File: src/rtl/bus_dma_copy.sv
// Word-granular memory-to-memory copy engine.
// It is a bus host for the copy traffic and a bus device for its own register window.
module bus_dma_copy #(
   parameter int AddressWidth = 32,
   parameter int DataWidth    = 32,
   parameter int LenWidth     = 16
) (
   input  logic                    clk_i,
   input  logic                    rst_ni,
   input  logic                    dev_req_i,
   input  logic                    dev_we_i,
   input  logic [3:0]              dev_be_i,
   input  logic [AddressWidth-1:0] dev_addr_i,
   input  logic [DataWidth-1:0]    dev_wdata_i,
   output logic                    dev_rvalid_o,
   output logic [DataWidth-1:0]    dev_rdata_o,
   output logic                    dev_err_o,
   output logic                    host_req_o,
   input  logic                    host_gnt_i,
   output logic [AddressWidth-1:0] host_addr_o,
   output logic                    host_we_o,
   output logic [3:0]              host_be_o,
   output logic [DataWidth-1:0]    host_wdata_o,
   input  logic                    host_rvalid_i,
   input  logic [DataWidth-1:0]    host_rdata_i,
   input  logic                    host_err_i,
   output logic                    irq_o
);

   typedef enum logic [2:0] {
      ST_IDLE    = 3'd0,
      ST_RD_REQ  = 3'd1,
      ST_RD_RESP = 3'd2,
      ST_WR_REQ  = 3'd3,
      ST_WR_RESP = 3'd4
   } state_e;

   state_e                  state_r, state_n;
   logic [AddressWidth-1:0] src_r, dst_r, cur_src_r, cur_src_n, cur_dst_r, cur_dst_n;
   logic [LenWidth-1:0]     len_r, remain_r, remain_n;
   logic [DataWidth-1:0]    buf_r, buf_n;
   logic                    ie_r, ie_n, done_r, done_n, err_r, err_n;
   logic                    host_req_r, host_req_n, host_we_r, host_we_n, irq_r;
   logic [AddressWidth-1:0] host_addr_r, host_addr_n;
   logic [DataWidth-1:0]    host_wdata_r, host_wdata_n;
   logic                    dev_rvalid_r, dev_err_r;
   logic [DataWidth-1:0]    dev_rdata_r, rd_data_s;
   logic                    rd_err_s;
   logic [2:0]              sel_s;
   logic                    wr_en_s, busy_s, start_s, w1c_s, ctrl_wr_s;
   logic                    unused_addr_s;

   assign sel_s         = dev_addr_i[4:2];
   assign unused_addr_s = ^{dev_addr_i[AddressWidth-1:5], dev_addr_i[1:0]};
   assign wr_en_s       = dev_req_i && dev_we_i && (dev_be_i == 4'hF);
   assign busy_s        = (state_r != ST_IDLE);
   assign ctrl_wr_s     = wr_en_s && (sel_s == 3'd3);
   assign start_s       = ctrl_wr_s && dev_wdata_i[0] && !busy_s;
   assign w1c_s         = wr_en_s && (sel_s == 3'd4);
   assign ie_n          = ctrl_wr_s ? dev_wdata_i[1] : ie_r;

   // Software-visible configuration; the copy parameters are frozen while a transfer runs
   always_ff @(posedge clk_i or negedge rst_ni) begin
      if (!rst_ni) begin
         src_r <= '0;
         dst_r <= '0;
         len_r <= '0;
         ie_r  <= 1'b0;
      end else begin
         if (wr_en_s && !busy_s) begin
            case (sel_s)
               3'd0:    src_r <= {dev_wdata_i[AddressWidth-1:2], 2'b00};
               3'd1:    dst_r <= {dev_wdata_i[AddressWidth-1:2], 2'b00};
               3'd2:    len_r <= dev_wdata_i[LenWidth-1:0];
               default: ;
            endcase
         end
         ie_r <= ie_n;
      end
   end

   // Copy sequencing; register W1C clears are applied first so hardware sets win
   always_comb begin
      state_n   = state_r;
      cur_src_n = cur_src_r;
      cur_dst_n = cur_dst_r;
      remain_n  = remain_r;
      buf_n     = buf_r;
      if (w1c_s) begin
         done_n = done_r & ~dev_wdata_i[1];
         err_n  = err_r & ~dev_wdata_i[2];
      end else begin
         done_n = done_r;
         err_n  = err_r;
      end
      case (state_r)
         ST_IDLE: begin
            if (start_s && (len_r == '0)) begin
               done_n = 1'b1;
            end else if (start_s) begin
               cur_src_n = src_r;
               cur_dst_n = dst_r;
               remain_n  = len_r;
               done_n    = 1'b0;
               err_n     = 1'b0;
               state_n   = ST_RD_REQ;
            end else begin
               state_n = ST_IDLE;
            end
         end
         ST_RD_REQ: begin
            if (host_gnt_i) state_n = ST_RD_RESP;
            else            state_n = ST_RD_REQ;
         end
         ST_RD_RESP: begin
            if (host_rvalid_i && host_err_i) begin
               err_n   = 1'b1;
               done_n  = 1'b1;
               state_n = ST_IDLE;
            end else if (host_rvalid_i) begin
               buf_n   = host_rdata_i;
               state_n = ST_WR_REQ;
            end else begin
               state_n = ST_RD_RESP;
            end
         end
         ST_WR_REQ: begin
            if (host_gnt_i) state_n = ST_WR_RESP;
            else            state_n = ST_WR_REQ;
         end
         ST_WR_RESP: begin
            if (host_rvalid_i && host_err_i) begin
               err_n   = 1'b1;
               done_n  = 1'b1;
               state_n = ST_IDLE;
            end else if (host_rvalid_i) begin
               cur_src_n = cur_src_r + AddressWidth'(3'd4);
               cur_dst_n = cur_dst_r + AddressWidth'(3'd4);
               remain_n  = remain_r - LenWidth'(1'b1);
               if (remain_r == LenWidth'(1'b1)) begin
                  done_n  = 1'b1;
                  state_n = ST_IDLE;
               end else begin
                  state_n = ST_RD_REQ;
               end
            end else begin
               state_n = ST_WR_RESP;
            end
         end
         default: state_n = ST_IDLE;
      endcase
      // Host outputs are registered from the next state so they are glitch-free and held
      host_req_n = (state_n == ST_RD_REQ) || (state_n == ST_WR_REQ);
      host_we_n  = (state_n == ST_WR_REQ);
      if (state_n == ST_RD_REQ) begin
         host_addr_n  = cur_src_n;
         host_wdata_n = host_wdata_r;
      end else if (state_n == ST_WR_REQ) begin
         host_addr_n  = cur_dst_n;
         host_wdata_n = buf_n;
      end else begin
         host_addr_n  = host_addr_r;
         host_wdata_n = host_wdata_r;
      end
   end

   // State, datapath and registered host-side outputs
   always_ff @(posedge clk_i or negedge rst_ni) begin
      if (!rst_ni) begin
         state_r      <= ST_IDLE;
         cur_src_r    <= '0;
         cur_dst_r    <= '0;
         remain_r     <= '0;
         buf_r        <= '0;
         done_r       <= 1'b0;
         err_r        <= 1'b0;
         host_req_r   <= 1'b0;
         host_we_r    <= 1'b0;
         host_addr_r  <= '0;
         host_wdata_r <= '0;
         irq_r        <= 1'b0;
      end else begin
         state_r      <= state_n;
         cur_src_r    <= cur_src_n;
         cur_dst_r    <= cur_dst_n;
         remain_r     <= remain_n;
         buf_r        <= buf_n;
         done_r       <= done_n;
         err_r        <= err_n;
         host_req_r   <= host_req_n;
         host_we_r    <= host_we_n;
         host_addr_r  <= host_addr_n;
         host_wdata_r <= host_wdata_n;
         irq_r        <= done_n & ie_n;
      end
   end

   // Register read mux; the two unused slots in the window answer with an error
   always_comb begin
      rd_data_s = '0;
      rd_err_s  = 1'b0;
      case (sel_s)
         3'd0:    rd_data_s = DataWidth'(src_r);
         3'd1:    rd_data_s = DataWidth'(dst_r);
         3'd2:    rd_data_s = DataWidth'(len_r);
         3'd3:    rd_data_s = DataWidth'({ie_r, 1'b0});
         3'd4:    rd_data_s = DataWidth'({err_r, done_r, busy_s});
         3'd5:    rd_data_s = DataWidth'(remain_r);
         default: rd_err_s  = 1'b1;
      endcase
   end

   // Device response one cycle after the request, with data sampled at request time
   always_ff @(posedge clk_i or negedge rst_ni) begin
      if (!rst_ni) begin
         dev_rvalid_r <= 1'b0;
         dev_err_r    <= 1'b0;
         dev_rdata_r  <= '0;
      end else begin
         dev_rvalid_r <= dev_req_i;
         dev_err_r    <= dev_req_i && rd_err_s;
         dev_rdata_r  <= (dev_req_i && !dev_we_i) ? rd_data_s : '0;
      end
   end

   assign dev_rvalid_o = dev_rvalid_r;
   assign dev_err_o    = dev_err_r;
   assign dev_rdata_o  = dev_rdata_r;
   assign host_req_o   = host_req_r;
   assign host_we_o    = host_we_r;
   assign host_addr_o  = host_addr_r;
   assign host_wdata_o = host_wdata_r;
   assign host_be_o    = 4'hF;
   assign irq_o        = irq_r;

endmodule

File: config.mk
export PLATFORM = sky130hd
export DESIGN_NAME = bus_dma_copy
export DESIGN_NICKNAME = d
export VERILOG_FILES = /design/src/rtl/bus_dma_copy.sv
export SDC_FILE = /design/constraint.sdc
export NUM_CORES = 1
export LEC_CHECK = 0
export CAP_MARGIN = 0
export CORE_ASPECT_RATIO = 0.75
export CORE_MARGIN = 5
export CORE_UTILIZATION = 64
export DETAILED_ROUTE_END_ITERATION = 16
export DONT_BUFFER_PORTS = 1
export HOLD_SLACK_MARGIN = 0.02
export PLACE_DENSITY = 0.8
export SETUP_SLACK_MARGIN = 0.3
export SYNTH_ARGS = -nofsm -noshare
export SYNTH_HDL_FRONTEND = slang
export SYNTH_SLANG_ARGS = --single-unit
File: constraint.sdc
create_clock -name clk_i -period 3.5 [get_ports clk_i]
set_clock_uncertainty 0.1 [all_clocks]
set_input_delay 0 -clock clk_i [delete_from_list [all_inputs] [get_ports clk_i]]
set_output_delay 0 -clock clk_i [all_outputs]
set_load 0.005 [all_outputs]
==> metrics.yaml <==
fillCellCount: 1432
timing.slew.headroom: 0.339
met3_wirelength_um: 7040
finalWorstPathRequiredPeriod_ps: 3190
critical_path_data_required_time_ps: 3850
wl_met1_um: 18100
synth_sequential_area_ratio: 0.515
die_w_um: 183
synth.most_common_cell: "sky130_fd_sc_hd__dfrtp_1"
fin_nets: 1573
failed_checks: "negative hold slack"
hold_viol: 295
place.detailed.hpwl_um: 30100
irDropWorstVdd_mv: 0.385
overflow_after_grt: 0
rsz0062_at_grt: "yes"
layout-drive-gt1-share: 0.169
grt_start_max_net_pins: 296
place_congestion: 1.02
num_vias: 12200
die_area_sq_mm: 0.0255
postSynth.topFlopCell: "sky130_fd_sc_hd__dfrtp_1"
fmaxAchievable_ghz: 0.314
reg2reg_depth: 9
power_density_mw_per_mm2: 633
clkSlewWorstSetupHoldPaths_ps: 70
timing.critical_path.to_type: "flip-flop"
min-delay-path-class: "input port to asynchronous set/reset pin"
antenna_violating_nets_post_route: 0
synthesis.area_per_instance_sq_um: 10.2
synth-warning-count: 0
route.final.wire_length_um: 45300
synth_largest_area_cell: "sky130_fd_sc_hd__dfrtp_1"
synthDistinctLibCells: 85
crit_path_max_fanout: 41
yosysTopAreaCellShare: 0.515
synth.ff_latch_count: 295
drc_errors: 0
wl_met2_um: 19000
antenna_cells_inserted: 0
count_of_flip_flops_with_a_built_in_enable_after_synthesis: 0
grt_pass1_wl_um: 69300
status: "complete, but fails checks"
clock_sink_count: 295
port-buffer-count: 0
slew_violations: 0
synthTopCellsByArea: "sky130_fd_sc_hd__dfrtp_1, sky130_fd_sc_hd__mux2_2, sky130_fd_sc_hd__nor2_1, sky130_fd_sc_hd__a22oi_1, sky130_fd_sc_hd__nand2_1"
worst_slack_ps: 312
cts_made_buffers: 29
max-cap-violations: 0
endpoint_arrival_time_on_the_critical_path_ps: 3540
number_of_i_o_pins: 212
timing.setup.tns_ps: 0
die_height_um: 140
clk-insertion-delay-late_ps: 570
fin_hold_ws_ps: -978
cts.htree.levels: 1
avgRoutedWirePerCell_um: 25.5
initial_utilization: 0.650
synth.cell_area_sq_mm: 0.0143
initial_antenna_violation_count: 1
placeableCoreArea_sq_mm: 0.0221
placement.setup.worst_slack_ps: 381
synthesis.instances: 1407
yosys-top-cells-count: "sky130_fd_sc_hd__dfrtp_1, sky130_fd_sc_hd__nor2_1, sky130_fd_sc_hd__mux2_2, sky130_fd_sc_hd__nand2_1, sky130_fd_sc_hd__a21oi_1"
vias_per_std_cell: 6.85
drtIter0Drc: 1571
row_count: 47
clockRootBuffer: "sky130_fd_sc_hd__clkbuf_16"
leakagePower_nw: 7.29
category_of_the_worst_setup_path_launch_point: "flip-flop"
final.period_utilization: 0.911
syn_to_final_growth_pct: 15.6
grt_pass1_vias: 11700
cts_tree: "built"
cts_buffer_depth: 3
top_layer_used: "met4"
worstSetupPathType: "flip-flop to flip-flop"
grt.total_usage: 0.346
setup_violations: 0
fraction_of_synthesis_flops_using_an_asynchronous_set_or_reset_pin: 1.00
worstMarginPinSlew_ps: 992
drt-pass1-iter-count: 6
## sequential cells by signal, indices dropped and copies added, names as in the netlist
name and count:
dev_err_o 1, done_r 1, host_wdata_o 32, err_r 1, len_r 16, dst_r 30
dev_rdata_o 32, src_r 30, dev_rvalid_o 1, cur_src_r 32, irq_o 1, buf_r 32
cur_dst_r 32, state_r 3, host_we_o 1, host_req_o 1, ie_r 1, host_addr_o 32
remain_r 16
## logic make-up (layout without fill, tap and decap cells)
group	Yosys count	count (layout)	synth area share
and+or+nand+nor	507	507	0.173
other	1	4	0.000262
buffers and inverters	130	205	0.0394
muxes	135	135	0.106
AOI/OAI and AO/OA	334	334	0.163
DFF	295	295	0.515
xor gates and xnor gates	1	1	0.000611
adders and majority gates	4	4	0.00349
## final timing paths
path                                from             end  slack [ps]
setup reg to reg             remain_r[1]  host_addr_o[4]         310
setup / recovery             remain_r[1]  host_addr_o[4]         310
min in group clk_i         dev_addr_i[4]       dev_err_o          30
hold / removal                    rst_ni    remain_r[11]        -980
max in group asynchronous         rst_ni      state_r[2]        3610
hold reg to reg             cur_src_r[0]    cur_src_r[0]         380
## critical path, cell delays in order, from the launching register on
cell and delay (ps):
sky130_fd_sc_hd__dfrtp_1 380, sky130_fd_sc_hd__inv_1 130, sky130_fd_sc_hd__ha_1 160, sky130_fd_sc_hd__nor3b_1 370, sky130_fd_sc_hd__nand4_1 370, sky130_fd_sc_hd__a211o_1 540, sky130_fd_sc_hd__nand2_1 160, sky130_fd_sc_hd__inv_2 320
sky130_fd_sc_hd__and2_1 290, sky130_fd_sc_hd__a221o_1 250
## cells in the final DEF (no fill, tap or decap), types with 5 or more instances in the layout
master	netlist	final
sky130_fd_sc_hd__o2bb2ai_1	11	11
sky130_fd_sc_hd__o21ai_0	50	50
sky130_fd_sc_hd__bufinv_16	0	8
sky130_fd_sc_hd__a22o_1	7	7
sky130_fd_sc_hd__inv_1	19	19
sky130_fd_sc_hd__dlygate4sd3_1	0	84
sky130_fd_sc_hd__nand2_1	102	101
sky130_fd_sc_hd__nor2_1	188	187
sky130_fd_sc_hd__a211oi_1	14	14
sky130_fd_sc_hd__nand3_1	41	41
sky130_fd_sc_hd__nor4_1	23	21
sky130_fd_sc_hd__clkbuf_16	0	29
sky130_fd_sc_hd__and2_1	9	9
sky130_fd_sc_hd__nand3b_1	6	6
sky130_fd_sc_hd__a21o_1	11	11
sky130_fd_sc_hd__or4_1	9	9
sky130_fd_sc_hd__o21a_1	5	5
sky130_fd_sc_hd__o32ai_1	6	6
sky130_fd_sc_hd__a221o_1	17	17
sky130_fd_sc_hd__a22oi_1	57	57
sky130_fd_sc_hd__a31oi_1	17	17
sky130_fd_sc_hd__a21oi_1	70	70
sky130_fd_sc_hd__clkbuf_8	0	5
sky130_fd_sc_hd__and4_1	8	8
sky130_fd_sc_hd__nor3_1	38	36
sky130_fd_sc_hd__nand4_1	18	18
sky130_fd_sc_hd__o22ai_1	12	12
sky130_fd_sc_hd__nand2b_1	8	8
sky130_fd_sc_hd__mux2i_1	14	14
sky130_fd_sc_hd__mux2_2	120	120
sky130_fd_sc_hd__o22a_1	6	6
sky130_fd_sc_hd__and3_1	22	22
sky130_fd_sc_hd__buf_4	8	44
sky130_fd_sc_hd__dfrtp_1	295	294
sky130_fd_sc_hd__o211ai_1	6	6
## area by class of cell
class                      count  area, sq um  area share
sequential                   295         7380       0.445
multi-input combinational    985         6430       0.388
timing repair buffer         129         1180      0.0713
clock buffer                  36          802      0.0484
tap                          294          368      0.0222
clock inverter                18          322      0.0194
inverter                      22         82.6     0.00498
## metrics by stage
step	area (sq um)	utilization	total power, mW	hold slack, ps	std cells
after floorplan	14300	-	5.97	-396	1410
after global placement	14600	0.661	6.58	-389	1640
after detailed placement	14600	0.661	6.68	-389	1640
after CTS	16500	0.750	10.4	-989	1776
after global routing	16600	0.752	10.9	-992	1779
final	16600	0.752	10.5	-978	1779
## where the power goes
group          leakage, nW  switching [mW]  internal (mW)
registers             3.85           0.611           4.04
clock network        0.547            1.41           2.23
logic                 2.89            1.29          0.901
total                 7.29            3.31           7.17
## metal layers
metal | vias up | GRT usage
li1 | 5279 | -
met1 | 6046 | 0.508
met2 | 764 | 0.477
met3 | 102 | 0.152
met4 | 0 | 0.0772
met5 | - | 0
## what timing repair did
action	in CTS	in global routing
buffers inserted	0	1
hold endpoints to repair	497	296
resized for setup	0	4
hold buffers	82	2
setup endpoints to repair	0	13
Note: power is estimated with default switching activity, not from simulation.
